## config.mk

```make
export PLATFORM = sky130hd
export DESIGN_NAME = baser_257b_gen_flat
export DESIGN_NICKNAME = d
export VERILOG_FILES = /design/src/rtl/baser_257b_gen_if.sv /design/src/rtl/baser_257b_gen.sv /design/src/flat_wrapper.sv
export SDC_FILE = /design/constraint.sdc
export NUM_CORES = 1
export LEC_CHECK = 0
export ABC_AREA = 1
export CORE_MARGIN = 2
export CORE_UTILIZATION = 42
export DETAILED_ROUTE_END_ITERATION = 10
export PLACE_DENSITY = 0.89
export RECOVER_POWER = 100
export SETUP_SLACK_MARGIN = 0.2
export SLEW_MARGIN = 20
export SYNTH_ARGS = -nofsm -noshare
export SYNTH_HDL_FRONTEND = slang
export SYNTH_SLANG_ARGS = --single-unit
```

## constraint.sdc

```tcl
create_clock -name clk -period 6 [get_ports clk]
set_input_delay 1.5 -clock clk [delete_from_list [all_inputs] [get_ports clk]]
set_output_delay 1.5 -clock clk [all_outputs]
set_load 0.01 [all_outputs]
```

## src/rtl/baser_257b_gen_if.sv

```systemverilog
// Transmit-side handshake bundle for the 257b transcoded block generator.
// Keeps the spec-fixed signal names; master = generator, slave = consumer.
interface baser_257b_gen_if #(
  parameter int TC_WIDTH = 257
) ();
  logic [TC_WIDTH-1:0] o_tx_coded;
  logic                o_valid;
  logic                o_done;
  logic                i_ready;

  modport master (output o_tx_coded, output o_valid, output o_done, input i_ready);
  modport slave  (input o_tx_coded, input o_valid, input o_done, output i_ready);
endinterface

```

## src/rtl/baser_257b_gen.sv

```systemverilog
// 256b/257b transcoded test-pattern generator: builds one 257-bit block per
// accepted handshake from a selectable control mask, with burst/stop control and statistics.
module baser_257b_gen #(
  parameter int         DATA_WIDTH        = 64,
  parameter int         TC_DATA_WIDTH     = 4*DATA_WIDTH,
  parameter int         SH_WIDTH          = 1,
  parameter int         TC_WIDTH          = TC_DATA_WIDTH + SH_WIDTH,
  parameter logic [7:0] DATA_CHAR_PATTERN = 8'h00,
  parameter logic [7:0] CTRL_CHAR_PATTERN = 8'hFF
) (
  input  logic        clk,
  input  logic        i_rst,
  input  logic        i_start,
  input  logic        i_stop,
  input  logic [1:0]  i_mode,
  input  logic [3:0]  i_ctrl_mask,
  input  logic        i_err_inject,
  input  logic [15:0] i_burst_len,
  baser_257b_gen_if.master tx_if,
  output logic [31:0] o_block_count,
  output logic [31:0] o_data_count,
  output logic [31:0] o_ctrl_count,
  output logic [31:0] o_inv_block_count
);

  localparam int PL_W = TC_DATA_WIDTH - 4;
  localparam logic [TC_DATA_WIDTH-1:0] DATA_FILL = {(TC_DATA_WIDTH/8){DATA_CHAR_PATTERN}};
  localparam logic [DATA_WIDTH-1:0]    DATA_BLK  = {(DATA_WIDTH/8){DATA_CHAR_PATTERN}};
  localparam logic [DATA_WIDTH-1:0]    CTRL_BLK  = {(DATA_WIDTH/8){CTRL_CHAR_PATTERN}};
  localparam logic [TC_WIDTH-1:0]      RESET_TX  = TC_WIDTH'({DATA_FILL, 1'b1});
  localparam logic [TC_WIDTH-1:0]      INV_TX    = TC_WIDTH'({DATA_FILL[PL_W-1:0], 4'hF, 1'b0});

  typedef enum logic [1:0] {IDLE, RUN, DONE} state_t;

  state_t              state_q, state_d;
  logic [TC_WIDTH-1:0] tx_q, tx_d;
  logic                valid_q, done_q;
  logic [15:0]         run_cnt_q, run_cnt_d;
  logic                stop_q, stop_d;
  logic                err_q, err_d;
  logic [1:0]          walk_idx_q, walk_idx_d;
  logic [3:0]          lfsr_q, lfsr_d;

  logic                accept, load, burst_hit, err_pend;
  logic [3:0]          load_mask;
  logic [4:0]          ctrl_seen;
  logic [PL_W-1:0]     payload;

  assign accept    = valid_q & tx_if.i_ready;
  assign burst_hit = (i_burst_len != 16'd0) && ((run_cnt_q + 16'd1) == i_burst_len);
  assign err_pend  = err_q | i_err_inject;

  // Sequences step on every accepted block; a load uses the already-stepped value.
  assign walk_idx_d = accept ? walk_idx_q + 2'd1 : walk_idx_q;
  assign lfsr_d     = accept ? {lfsr_q[2:0], lfsr_q[3] ^ lfsr_q[2]} : lfsr_q;

  always_comb begin
    load_mask = 4'hF;
    case (i_mode)
      2'b00:   load_mask = 4'hF;
      2'b01:   load_mask = i_ctrl_mask;
      2'b10:   load_mask = ~(4'b0001 << walk_idx_d);
      default: load_mask = lfsr_d;
    endcase
  end

  // ctrl_seen[i]: some block below index i is control, so block i is not the shortened one.
  assign ctrl_seen[0] = 1'b0;
  for (genvar gi = 0; gi < 4; gi++) begin : g_seen
    assign ctrl_seen[gi+1] = ctrl_seen[gi] | ~load_mask[gi];
  end

  always_comb begin
    payload = '0;
    for (int i = 3; i >= 0; i--) begin
      if (load_mask[i])
        payload = (payload << DATA_WIDTH) | PL_W'(DATA_BLK);
      else if (!ctrl_seen[i])
        payload = (payload << (DATA_WIDTH-4)) | PL_W'(CTRL_BLK[DATA_WIDTH-5:0]);
      else
        payload = (payload << DATA_WIDTH) | PL_W'(CTRL_BLK);
    end
  end

  always_comb begin
    state_d   = state_q;
    run_cnt_d = run_cnt_q;
    stop_d    = stop_q;
    load      = 1'b0;
    case (state_q)
      IDLE: begin
        if (i_start) begin
          state_d   = RUN;
          run_cnt_d = 16'd0;
          load      = 1'b1;
        end
      end
      RUN: begin
        if (i_stop) stop_d = 1'b1;
        if (accept) begin
          run_cnt_d = run_cnt_q + 16'd1;
          if (burst_hit)           state_d = DONE;
          else if (stop_q || i_stop) state_d = IDLE;
          else                     load = 1'b1;
        end
      end
      DONE:    state_d = IDLE;
      default: state_d = IDLE;
    endcase
    if (state_d != RUN) stop_d = 1'b0;
  end

  always_comb begin
    tx_d  = tx_q;
    err_d = err_pend;
    if (load) begin
      err_d = 1'b0;
      if (err_pend)          tx_d = INV_TX;
      else if (&load_mask)   tx_d = RESET_TX;
      else                   tx_d = TC_WIDTH'({payload, load_mask, 1'b0});
    end
  end

  always_ff @(posedge clk or posedge i_rst) begin
    if (i_rst) begin
      state_q    <= IDLE;
      tx_q       <= RESET_TX;
      valid_q    <= 1'b0;
      done_q     <= 1'b0;
      run_cnt_q  <= 16'd0;
      stop_q     <= 1'b0;
      err_q      <= 1'b0;
      walk_idx_q <= 2'd0;
      lfsr_q     <= 4'b1001;
    end else begin
      state_q    <= state_d;
      tx_q       <= tx_d;
      valid_q    <= (state_d == RUN);
      done_q     <= (state_d == DONE);
      run_cnt_q  <= run_cnt_d;
      stop_q     <= stop_d;
      err_q      <= err_d;
      walk_idx_q <= walk_idx_d;
      lfsr_q     <= lfsr_d;
    end
  end

  assign tx_if.o_tx_coded = tx_q;
  assign tx_if.o_valid    = valid_q;
  assign tx_if.o_done     = done_q;

  // Statistics: block, data, control, invalid -- classified from the block being accepted.
  logic [3:0]  cnt_inc;
  logic [31:0] cnt_vec [4];

  assign cnt_inc[0] = accept;
  assign cnt_inc[1] = accept & tx_q[0];
  assign cnt_inc[2] = accept & ~tx_q[0] & (tx_q[4:1] != 4'hF);
  assign cnt_inc[3] = accept & ~tx_q[0] & (tx_q[4:1] == 4'hF);

  for (genvar gi = 0; gi < 4; gi++) begin : g_cnt
    logic [31:0] cnt_q;
    always_ff @(posedge clk or posedge i_rst) begin
      if (i_rst)
        cnt_q <= 32'd0;
      else if (cnt_inc[gi] && (cnt_q != 32'hFFFF_FFFF))
        cnt_q <= cnt_q + 32'd1;
    end
    assign cnt_vec[gi] = cnt_q;
  end

  assign o_block_count     = cnt_vec[0];
  assign o_data_count      = cnt_vec[1];
  assign o_ctrl_count      = cnt_vec[2];
  assign o_inv_block_count = cnt_vec[3];

endmodule

```

## src/flat_wrapper.sv

```systemverilog
// flat-port wrapper written by rule: the top's interface ports become plain ports
module baser_257b_gen_flat 
#(
  parameter int         DATA_WIDTH        = 64,
  parameter int         TC_DATA_WIDTH     = 4*DATA_WIDTH,
  parameter int         SH_WIDTH          = 1,
  parameter int         TC_WIDTH          = TC_DATA_WIDTH + SH_WIDTH,
  parameter logic [7:0] DATA_CHAR_PATTERN = 8'h00,
  parameter logic [7:0] CTRL_CHAR_PATTERN = 8'hFF
)
  (clk, i_rst, i_start, i_stop, i_mode, i_ctrl_mask, i_err_inject, i_burst_len, o_block_count, o_data_count, o_ctrl_count, o_inv_block_count, tx_if_o_tx_coded, tx_if_o_valid, tx_if_o_done, tx_if_i_ready);
  baser_257b_gen_if #(.TC_WIDTH(TC_WIDTH)) tx_if_i ();
  input  logic clk;
  input  logic i_rst;
  input  logic i_start;
  input  logic i_stop;
  input  logic [1:0] i_mode;
  input  logic [3:0] i_ctrl_mask;
  input  logic i_err_inject;
  input  logic [15:0] i_burst_len;
  output logic [31:0] o_block_count;
  output logic [31:0] o_data_count;
  output logic [31:0] o_ctrl_count;
  output logic [31:0] o_inv_block_count;
  output wire logic [$bits(tx_if_i.o_tx_coded)-1:0] tx_if_o_tx_coded;
  output wire logic [$bits(tx_if_i.o_valid)-1:0] tx_if_o_valid;
  output wire logic [$bits(tx_if_i.o_done)-1:0] tx_if_o_done;
  input wire logic [$bits(tx_if_i.i_ready)-1:0] tx_if_i_ready;
  assign tx_if_o_tx_coded = tx_if_i.o_tx_coded;
  assign tx_if_o_valid = tx_if_i.o_valid;
  assign tx_if_o_done = tx_if_i.o_done;
  assign tx_if_i.i_ready = tx_if_i_ready;
  baser_257b_gen #(.DATA_WIDTH(DATA_WIDTH), .TC_DATA_WIDTH(TC_DATA_WIDTH), .SH_WIDTH(SH_WIDTH), .TC_WIDTH(TC_WIDTH), .DATA_CHAR_PATTERN(DATA_CHAR_PATTERN), .CTRL_CHAR_PATTERN(CTRL_CHAR_PATTERN)) u_core (.clk(clk), .i_rst(i_rst), .i_start(i_start), .i_stop(i_stop), .i_mode(i_mode), .i_ctrl_mask(i_ctrl_mask), .i_err_inject(i_err_inject), .i_burst_len(i_burst_len), .tx_if(tx_if_i), .o_block_count(o_block_count), .o_data_count(o_data_count), .o_ctrl_count(o_ctrl_count), .o_inv_block_count(o_inv_block_count));
endmodule
```

* After elaboration in Yosys (flattened, before gate mapping)
Cells that the tools add are included.
** Word-level totals
- Bits in registers :: 413
- Input bits :: 28
- Output and inout bits :: 387
- Word-level logic and storage cells :: 93
** Cells by class
- Add/sub/neg operators :: 6
- Equality and inequality tests :: 15
- Shift-type cells :: 1
- Muxes and demuxes :: 29
- Bitwise logic cells :: 14
- Reduce and logical (&&, ||, !) cells :: 15
** Operators with widths (count)
- 2-to-1 mux 257 bit :: 2
- 2-to-1 mux 192 bit :: 2
- 2-to-1 mux 128 bit :: 2
- 2-to-1 mux 252 bit :: 1
- adder 32 x 1 -> 32 bit, second input constant :: 4
- 2-to-1 mux 64 bit :: 2
- != test 32 bit, second input constant :: 4
- 2-to-1 mux 16 bit :: 2
- case mux 16 bit (2 select lines) :: 1
- adder 16 x 1 -> 16 bit, second input constant :: 1
- == test 16 bit :: 1
- nonzero test 16 bit :: 1
- case mux 4 bit (3 select lines) :: 1
- 2-to-1 mux 2 bit :: 5
- 2-to-1 mux 1 bit :: 8
- == test 2 x 1 -> 1 bit, second input constant :: 3
- nonzero test 2 bit :: 3
- bitwise AND 1 bit :: 5
- logical AND 1 bit :: 5
- == test 2 bit, second input constant :: 2
- == test 4 bit, second input constant :: 1
- zero test 2 bit :: 2
- 2-to-1 mux 4 bit :: 1
- != test 2 x 1 -> 1 bit, second input constant :: 2
- other kinds (14) :: 19

* Longest topological paths before layout
- Word-level depth :: 17
- Gate-level depth with buffers :: 18
- Gate-level depth less buffers :: 17

* Least setup slack after synthesis
No wires, ideal clock.
- Kind :: register to output
- Start point :: reg u_core.tx_if.o_tx_coded[64] (netlist name)
- End point :: out tx_if_o_tx_coded[10]
- Data arrival time :: 1.527 ns
- Required time :: 4.500 ns
- Path slack :: 2.973 ns
- Cell stages (with the launch flop) :: 2
- Buffers on the path :: 1
- Cells stage by stage :: dfrtp_1 buf_4
** RTL lines
- end, declared :: line flat_wrapper.sv:25 : output wire logic [$bits(tx_if_i.o_tx_coded)-1:0] tx_if_o_tx_coded;

==> metrics.md <==
| Metric | Value |
|---|---|
| Post-route setup TNS | `0 ns` |
| Post-Synth Adder-Cell Area | `0.005428` |
| Post-synth EDFFs | `0` |
| Main combinational cell family by area after synthesis | `simple AND/OR/NAND/NOR gates` |
| Crit path DAT | `2.82 ns` |
| CP max-delay cell | `clkbuf_1` |
| Failing checks | `capacitance limit, slew limit` |
| Antenna violations before repair | `1` |
| Synth top area share | `0.3713` |
| Syn nets | `1,550` |
| Slew HR | `-0.5762` |
| Top Family by Delay on Critical Path | `buffers and inverters` |
| First-pass GRT wire length | `50.54 mm` |
| Die width | `169.7 um` |
| Synth Area per Inst | `7.597 um2` |
| TritonRoute pass-1 iters | `6` |
| Status | `complete, but fails checks` |
| RSZ-0062 raised after global routing | `no` |
| Max capacitance violation total | `5` |
| Clock-pin slew on the worst setup and hold paths | `0.07 ns` |
| Sw power | `approximately 1800 uW` |
| Hold WC Path Type | `reg -> reg` |
| WP data required | `4.50 ns` |
| Post-synthesis sequential area ratio | `0.3781` |
| Cell Pwr Density | `320.0 nW/um2` |
| Core area | `about 27,000 um2` |
| CTS Buf Count | `17` |
| DR vias | `~10,000` |
| Clk_lat worst skew | `0.43 ns` |
| Achievable Freq | `0.2317 GHz` |
| DR iter-0 viols | `854` |
| Synth cell types | `32` |
| Nets@finish | `1,733` |
| Largest net degree at the start of global routing | `175` |
| Flop pwr share | `0.329` |
| Crit share post-route | `0.7193` |
| Cell Chain, Critical Path | `clkbuf_1 > dlygate4sd3_1` |
| Worst-case vdd ir drop | `~0.20 mV` |
| Post-Synth XOR/XNOR Area | `0.09348` |
| Pint | `2936 uW` |
| Slowest stage delay, CP | `1.26 ns` |
| Antenna Nets Post-Route | `0` |
| Row Count | `60` |
| Final instance area | `14,800 um2` |
| Clk root buf | `clkbuf_16` |
| Min Tclk post-route | `4.316 ns` |
| Final Hold Vio Count | `0` |
| Post-synthesis register bit count | `174` |
| Top Ports | `roughly 420` |
| Fin. max-slew vios | `398` |
| Height of the die | `169.7 um` |
| Placer Congestion | `between 0.9 and 1` |
| Vias/cell | `a little over 5` |
| Cts repair resizes | `0` |
| Remaining global-route overflow | `0` |
| Worst-margin pin slew | `between 2 and 2.5 ns` |
| Max Root-Sink Buffers | `2` |
| Layout cells sized above 1 | `0.03036` |
| WHS | `slightly above 0.5 ns` |
| Pleak | `0.007629 uW` |
| Clock power share | `0.230` |
| Fin Clk Skew | `0.01323 ns` |
| CTS hold repair buffers | `0` |
| Synth top area cells | `dfrtp_1 (37%), buf_4 (16%), nand2_1 (12%), xor2_1 (5.8%), nor2_1 (5.0%)` |
| Switch share | `0.3800` |
| Comb power frac | `0.440` |
| Top-count cell post-synth | `nand2_1` |
| Post-Synthesis Cells | `around 1,500` |
| DR WL/cell | `15.79 um` |
| Total die area | `28,780 um2` |
| Commonest cells in the netlist | `nand2_1 (377), buf_4 (239), dfrtp_1 (171)` |
| Vias in the first global route | `between 9,000 and 10,000` |
| Dpl hpwl | `25.11 mm` |
| CTS Sinks | `174` |
| Starting Density | `0.4276` |
| Gr usage total | `0.2189` |
| H-tree Lvls | `4` |
| Leading area contributor after synthesis | `dfrtp_1` |
| Endpoint class of the critical path | `output port` |
| WL final | `approximately 32 mm` |
| Post-synth top flop | `dfrtp_1` |
| Synth Area in Compound Gates | `0.01911` |
| Post-synth ARST share | `1.000` |
| Synthesized area | `11,520 um2` |
| Final setup fails | `0` |
| CP Class | `reg -> out` |
| Setup bufs post-CTS | `0` |
| Placed Area | `14,270 um2` |
| I/O Buffers | `about 410` |
| Worst Path Buf+Inv | `2` |
| Mux contribution to synthesized area | `0` |
| Drt drc | `0` |
| Startpoint types | `flop` |
| Synth Area in Simple Gates | `0.2975` |
| Synthesis-to-finish area growth | `28.39%` |
| CP Max Fanout | `53` |
| Warnings, synthesis | `0` |
| CTS tree | `built` |
metal layers:
| metal | wire, um | global-route usage | vias to the layer above |
|---|---|---|---|
| li1 | - | - | 4964 |
| met2 | 16270 | 0.3782 | 386 |
| met1 | 13320 | 0.2700 | 4963 |
| met3 | 1778 | 0.03638 | 72 |
| met5 | 0 | 0 | - |
| met4 | 1096 | 0.09550 | 0 |
power groups by stage:
stage | clock network (uW) | logic (uW) | registers [uW]
floorplan | 0 | 1530 | 1650
global placement | 0 | 2300 | 1590
detailed placement | 0 | 2360 | 1600
CTS | 1110 | 2370 | 1570
global route | 1150 | 2260 | 1590
finish | 1090 | 2090 | 1560
kinds of logic after synthesis:
logic type               count (synthesis)
AND/OR/NAND/NOR                        785
buffers and inverters                  389
flip-flops                             174
XOR/XNOR                               123
AO/OA/AOI/OAI                           41
adder cells (fa/ha/maj)                  5
final cells by class:
| type | count | area [um2] |
|---|---|---|
| timing repair buffer | 418 | 4163 |
| clock inverter | 15 | 147.6 |
| inverter | 135 | 510.5 |
| sequential | 174 | 4358 |
| antenna | 1 | 2.502 |
| multi-input combinational | 954 | 4763 |
| fill | 2383 | 12150 |
| tap | 341 | 426.7 |
| clock buffer | 17 | 425.4 |
per-stage QoR:
step                      std cells  utilization  power (uW)  worst slack (ns)
after floorplan                1517            -        3174             2.278
after global routing           2055       0.5490        4993             1.386
final                          2055       0.5490        4734             1.684
after detailed placement       2022       0.5295        3956             1.943
after global placement         2022       0.5295        3886             2.036
after CTS                      2054       0.5508        5052             2.246
sequential cells by signal (all words and copies together), names as in the netlist:
signal	cells
u_core.o_block_count	32
u_core.o_ctrl_count	32
u_core.o_data_count	32
u_core.o_inv_block_count	32
u_core.tx_if.o_tx_coded	18
u_core.run_cnt_q	16
u_core.lfsr_q	4
u_core.state_q	2
u_core.walk_idx_q	2
u_core.err_q	1
u_core.stop_q	1
u_core.tx_if.o_done	1
u_core.tx_if.o_valid	1
worst paths after layout:
kind | startpoint | endpoint | slack, ns | depth (start not counted)
min reg2reg | u_core.o_inv_block_count[6] | u_core.o_inv_block_count[6] | 0.50 | 1
max reg2reg | u_core.run_cnt_q[1] | u_core.tx_if.o_tx_coded[255] | 2.81 | 14
min | u_core.o_inv_block_count[6] | u_core.o_inv_block_count[6] | 0.50 | 1
max | u_core.tx_if.o_tx_coded[184] | tx_if_o_tx_coded[167] | 1.68 | 2
max in group asynchronous | i_rst | u_core.o_data_count[3] | 2.10 | 3
min in group asynchronous | i_rst | u_core.o_inv_block_count[19] | 2.39 | 3
placed cells by master, fill, tap and decap left out, drive strengths merged, types with 21 or more instances in the layout:
master / n
nand2: 386
clkdlybuf4s50: 28
dlygate4sd3: 386
o21ai: 26
clkbuf: 21
xor2: 76
nand4: 49
dfrtp: 171
nor3: 57
inv: 139
nor2: 162
nand3: 106
xnor2: 47
No activity file was read; power rests on OpenSTA's default activity.
